**config.mk**
```make
export PLATFORM = sky130hd
export DESIGN_NAME = tile_feeder
export DESIGN_NICKNAME = d
export VERILOG_FILES = /design/src/rtl/tpu_pkg.sv /design/src/rtl/skew_delay.sv /design/src/rtl/tile_feeder.sv
export SDC_FILE = /design/constraint.sdc
export NUM_CORES = 1
export LEC_CHECK = 0
export CAP_MARGIN = 20
export CORE_ASPECT_RATIO = 1.5
export CORE_MARGIN = 1.5
export CORE_UTILIZATION = 48
export DETAILED_ROUTE_END_ITERATION = 10
export GPL_TIMING_DRIVEN = 0
export HOLD_SLACK_MARGIN = 0.1
export PLACE_DENSITY = 0.8
export SLEW_MARGIN = 10
export SYNTH_ARGS = -nofsm -noshare
export SYNTH_HDL_FRONTEND = slang
export SYNTH_SLANG_ARGS = --single-unit
export TNS_END_PERCENT = 30
```
**constraint.sdc**
```tcl
create_clock -name clk -period 2.05 [get_ports clk]
set_input_delay 0.41 -clock clk [delete_from_list [all_inputs] [get_ports clk]]
set_output_delay 0.41 -clock clk [all_outputs]
set_load 0.01 [all_outputs]
```
**src/rtl/tpu_pkg.sv**
```systemverilog
// Shared definitions for the systolic-array feeder blocks.
package tpu_pkg;

    localparam int DEFAULT_DATA_WIDTH = 16;

    typedef enum logic [2:0] {
        LOAD_W,
        DRIVE_W,
        SWITCH,
        STREAM,
        DRAIN
    } feeder_state_t;

    // Bits needed to count 0..range_n-1, never less than one.
    function automatic int cnt_width(input int range_n);
        return (range_n < 2) ? 1 : $clog2(range_n);
    endfunction

endpackage

```
**src/rtl/skew_delay.sv**
```systemverilog
// One row of the west-edge skew line: DEPTH+1 register stages carrying data, valid and switch,
// so row r lands r cycles after row 0.
module skew_delay #(
    parameter int DEPTH      = 0,
    parameter int DATA_WIDTH = 16
) (
    input  logic                  clk,
    input  logic                  rst,
    input  logic [DATA_WIDTH-1:0] data,
    input  logic                  valid,
    input  logic                  sw,
    output logic [DATA_WIDTH-1:0] data_dly,
    output logic                  valid_dly,
    output logic                  sw_dly
);

    logic [DATA_WIDTH-1:0] data_q [DEPTH+1];
    logic [DEPTH:0]        valid_q;
    logic [DEPTH:0]        sw_q;

    always_ff @(posedge clk) begin
        if (!rst) begin
            for (int i = 0; i <= DEPTH; i++) begin
                data_q[i] <= '0;
            end
            valid_q <= '0;
            sw_q    <= '0;
        end else begin
            data_q[0]  <= data;
            valid_q[0] <= valid;
            sw_q[0]    <= sw;
            for (int i = 1; i <= DEPTH; i++) begin
                data_q[i]  <= data_q[i-1];
                valid_q[i] <= valid_q[i-1];
                sw_q[i]    <= sw_q[i-1];
            end
        end
    end

    assign data_dly  = data_q[DEPTH];
    assign valid_dly = valid_q[DEPTH];
    assign sw_dly    = sw_q[DEPTH];

endmodule

```
**src/rtl/tile_feeder.sv**
```systemverilog
// Tile feeder: captures a ROWS x COLS weight tile, drives it north bottom row first,
// then streams input vectors west through a per-row skew line.
module tile_feeder
    import tpu_pkg::*;
#(
    parameter int ROWS       = 2,
    parameter int COLS       = 2,
    parameter int DATA_WIDTH = DEFAULT_DATA_WIDTH
) (
    input  logic                       clk,
    input  logic                       rst,
    input  logic                       w_valid,
    output logic                       w_ready,
    input  logic [DATA_WIDTH-1:0]      w_data,
    input  logic                       x_valid,
    output logic                       x_ready,
    input  logic [ROWS*DATA_WIDTH-1:0] x_data,
    input  logic                       x_last,
    output logic [COLS*DATA_WIDTH-1:0] pe_weight_o,
    output logic [COLS-1:0]            pe_accept_w_o,
    output logic [ROWS*DATA_WIDTH-1:0] pe_input_o,
    output logic [ROWS-1:0]            pe_valid_o,
    output logic [ROWS-1:0]            pe_switch_o,
    output logic                       busy,
    output logic                       done
);

    localparam int NW    = ROWS * COLS;
    localparam int IDX_W = cnt_width(NW);
    localparam int ROW_W = cnt_width(ROWS);

    feeder_state_t state, state_nxt;

    logic [IDX_W-1:0]          idx;
    logic [ROW_W-1:0]          k;
    logic [ROW_W-1:0]          drain_cnt;
    logic [DATA_WIDTH-1:0]     tile [NW];
    logic                      w_fire, x_fire;
    logic                      last_beat, k_last, drain_last;
    logic                      inj_valid, inj_switch;
    logic [ROWS*DATA_WIDTH-1:0] inj_data;

    assign w_fire     = w_valid && w_ready;
    assign x_fire     = x_valid && x_ready;
    assign last_beat  = (idx == IDX_W'(NW - 1));
    assign k_last     = (k == ROW_W'(ROWS - 1));
    assign drain_last = (drain_cnt == ROW_W'(ROWS - 1));

    // Bubbles enter the skew line with zero data so an idle row never shows stale input.
    assign inj_valid  = x_fire;
    assign inj_data   = x_fire ? x_data : '0;

    always_ff @(posedge clk) begin
        if (!rst) begin
            state     <= LOAD_W;
            idx       <= '0;
            k         <= '0;
            drain_cnt <= '0;
        end else begin
            state <= state_nxt;
            if (w_fire) begin
                idx <= last_beat ? '0 : idx + 1'b1;
            end
            if (state == DRIVE_W) begin
                k <= k_last ? '0 : k + 1'b1;
            end
            if (state == DRAIN) begin
                drain_cnt <= drain_last ? '0 : drain_cnt + 1'b1;
            end
        end
    end

    always_comb begin
        state_nxt  = state;
        w_ready    = 1'b0;
        x_ready    = 1'b0;
        busy       = 1'b1;
        done       = 1'b0;
        inj_switch = 1'b0;
        case (state)
            LOAD_W: begin
                w_ready = 1'b1;
                busy    = 1'b0;
                if (w_valid && last_beat) state_nxt = DRIVE_W;
            end
            DRIVE_W: begin
                if (k_last) state_nxt = SWITCH;
            end
            SWITCH: begin
                inj_switch = 1'b1;
                state_nxt  = STREAM;
            end
            STREAM: begin
                x_ready = 1'b1;
                if (x_valid && x_last) state_nxt = DRAIN;
            end
            DRAIN: begin
                if (drain_last) begin
                    done      = 1'b1;
                    state_nxt = LOAD_W;
                end
            end
            default: state_nxt = LOAD_W;
        endcase
    end

    always_ff @(posedge clk) begin
        if (w_fire) begin
            tile[idx] <= w_data;
        end
    end

    // Weight drive is registered, so row ROWS-1-k appears the cycle after DRIVE_W step k.
    always_ff @(posedge clk) begin
        if (!rst) begin
            pe_weight_o   <= '0;
            pe_accept_w_o <= '0;
        end else if (state == DRIVE_W) begin
            for (int c = 0; c < COLS; c++) begin
                pe_weight_o[c*DATA_WIDTH +: DATA_WIDTH] <=
                    tile[IDX_W'((ROWS - 1 - int'(k)) * COLS + c)];
            end
            pe_accept_w_o <= '1;
        end else begin
            pe_weight_o   <= '0;
            pe_accept_w_o <= '0;
        end
    end

    for (genvar r = 0; r < ROWS; r++) begin : g_row
        skew_delay #(
            .DEPTH      (r),
            .DATA_WIDTH (DATA_WIDTH)
        ) u_skew (
            .clk       (clk),
            .rst       (rst),
            .data      (inj_data[r*DATA_WIDTH +: DATA_WIDTH]),
            .valid     (inj_valid),
            .sw        (inj_switch),
            .data_dly  (pe_input_o[r*DATA_WIDTH +: DATA_WIDTH]),
            .valid_dly (pe_valid_o[r]),
            .sw_dly    (pe_switch_o[r])
        );
    end

endmodule

```
==> flow_summary.json <==
{
  "via_per_inst": 4.58,
  "synth_top_area_share_pct": 37.6,
  "final_cell_mix": "clkdlybuf4s50_1, dfxtp_1, edfxtp_1, and2_1, nor2_1",
  "postCtsHoldBufs": 0,
  "syn_area_mm2": 0.00511,
  "worst_setup_path_start_kind": "flip-flop",
  "dp_hpwl_um": 6280,
  "path_class": "reg -> out",
  "tns_ns": 0,
  "synth_ff_type": "dfxtp_1",
  "max-cap-violations": 0,
  "cts.htree.levels": 4,
  "setup_viol": 0,
  "gr-usage-met1_pct": 15.5,
  "num_rows": 46,
  "async_flop_share_pct": 0,
  "required_ns": 1.64,
  "cts_buffers": 17,
  "fin_total_pwr_mw": 6.66,
  "syn_to_final_growth_pct": 40.6,
  "antenna_found_initial": 0,
  "reg2reg_slack_ns": 0.29,
  "pin_count": 127,
  "fin_nets": 555,
  "dp_slack_ns": -0.358,
  "cts_buffer_depth": 2,
  "cts.sinks": 156,
  "cp_data_arrival_time_ns": 1.56,
  "power_density_mw_per_mm2": 927,
  "grt_pass1_wl_um": 14200,
  "layout_commonest_cell": "clkdlybuf4s50_1",
  "end_kind": "output pin",
  "final.min_clock_period_ns": 1.97,
  "place_congestion": 0.741,
  "busiest_layer": "met2",
  "setup_ws_ns": 0.0760,
  "drive_above_1_share_pct": 14.5,
  "ys_top_cells_by_area": "edfxtp_1, dfxtp_1, and2_1, mux2i_1, buf_4",
  "synth_edf_count": 64,
  "cts_root_buffer": "clkbuf_16",
  "hold_viol": 0,
  "use_met2_pct": 31.5,
  "grt_pass1_vias": 3052,
  "die_area_mm2": 0.0113,
  "drc": 0,
  "drt-total-wl_um": 9100,
  "status": "completed",
  "drt_iter0_markers": 74,
  "ys_seq_area_share_pct": 73.6,
  "die_x_um": 87.3,
  "synthesis.instances": 353,
  "grt_use_total_pct": 17.2,
  "cts_setup_buffers": 0,
  "start_util_pct": 48.8,
  "fin_crit_sh_pct": 96.3,
  "leakage_nw": 2.71,
  "syn_avg_cell_area_um2": 14.5,
  "io_buffers": 126,
  "skew_ns": 0.00732,
  "insertion_delay_ns": 0.41,
  "yosysUniqueCellTypes": 32,
  "grt_use_met3_pct": 6.94,
  "worstMarginPinSlew_ns": 0.472,
  "ir_drop_mv": 0.669,
  "grt_overflow": 0,
  "wl_per_cell_um": 13.9,
  "cts_tree": "yes",
  "clk_pin_slew_ns": 0.06,
  "diodes": 0,
  "worstPathMaxFanout": 10,
  "ys_seq_elements": 156,
  "ant_nets": 0,
  "max_freq_mhz": 507,
  "core_mm2": 0.0105,
  "die_h_um": 129,
  "synth_warnings": 0,
  "worstHoldPathType": "reg -> reg",
  "yosysTopAreaCell": "edfxtp_1",
  "drv_slew": 0,
  "synth_nets": 410,
  "slew_headroom_pct": 68.5,
  "rsz0062_at_grt": "true",
  "dr_total_vias": 3000,
  "first_pass_iters": 4,
  "grt_max_degree": 17
}
==> kinds of logic after synthesis <==
kind of cell    count (synthesis)  share of synthesized area [%]
mux                            32                           6.27
xor+xnor                        2                          0.343
buf+inv                        43                           5.61
simple gates                  108                           12.1
flops                         156                           73.6
compound gates                  8                           1.03
fa+ha+maj                       4                          0.979
==> through the flow <==
stage | cell area [µm²] | utilization (%) | instances | hold WS (ns)
after floorplan | 5110 | - | 353 | 0.412
after global placement | 6550 | 62.6 | 623 | 0.413
after detailed placement | 6550 | 62.6 | 623 | 0.418
after CTS | 7180 | 68.5 | 655 | 0.434
after global routing | 7190 | 68.6 | 655 | 0.439
final | 7190 | 68.6 | 655 | 0.431
==> cell type report <==
type / count / area (µm²)
multi-input combinational: 154 / 1080
buffer: 38 / 268
sequential: 156 / 3760
clock inverter: 12 / 121
fill: 755 / 3290
inverter: 5 / 18.8
clock buffer: 20 / 489
tap: 144 / 180
timing repair buffer: 126 / 1260
==> sequential cells by signal, indices dropped and copies added (netlist names), 2 cells and up <==
register	cells
g_row.u_skew.sw_q	2
tile	64
idx	2
state	3
g_row.u_skew.valid_q	2
g_row.u_skew.data_q	48
pe_weight_o	32
==> layer usage <==
metal / share of wire, % / wire [µm]
met2: 54 / 4960
met5: 0 / 0
met4: 2.4 / 216
met3: 7.5 / 686
met1: 36 / 3240
==> Yosys cell counts (2+ instances only) <==
| master | n |
|---|---|
| ha_1 | 4 |
| nor3_1 | 2 |
| buf_4 | 23 |
| and2_1 | 57 |
| nor2_1 | 34 |
| nand3_1 | 2 |
| edfxtp_1 | 64 |
| a21oi_1 | 2 |
| inv_1 | 5 |
| mux2i_1 | 32 |
| clkbuf_1 | 4 |
| o21ai_0 | 2 |
| dfxtp_1 | 92 |
| buf_2 | 7 |
| buf_6 | 4 |
| nand2_1 | 3 |
==> power breakdown <==
group / leakage (nW) / switching [mW] / total (mW) / internal, mW
Clock: 0.296 / 1.25 / 3.13 / 1.88
Sequential: 1.33 / 0.0176 / 3.32 / 3.30
Combinational: 1.09 / 0.0918 / 0.212 / 0.120
Total: 2.71 / 1.36 / 6.66 / 5.30
==> critical path, stage by stage, from the launching register on <==
cell	delay, ns
dfxtp_1	0.30
buf_4	0.18
nor3b_4	0.25
and2_1	0.16
dlygate4sd2_1	0.28
==> path summary, 6_finish.rpt <==
kind / start / end / depth (start not counted)
worst max-delay path: state[0]$_SDFFE_PN0P_ / done / 4
worst min-delay path: g_row[1].u_skew.data_q[0][13]$_SDFF_PN0_ / g_row[1].u_skew.data_q[0][29]$_SDFF_PN0_ / 1
worst max register to register: state[0]$_SDFFE_PN0P_ / tile[2][0]$_DFFE_PP_ / 3
worst min register to register: g_row[1].u_skew.data_q[0][13]$_SDFF_PN0_ / g_row[1].u_skew.data_q[0][29]$_SDFF_PN0_ / 1
==> timing repair <==
action                                  CTS  global route
gates resized for setup                   5             6
gates cloned                              0             0
endpoints found under the setup margin    4            67
Note: power is estimated with default switching activity, not from simulation.
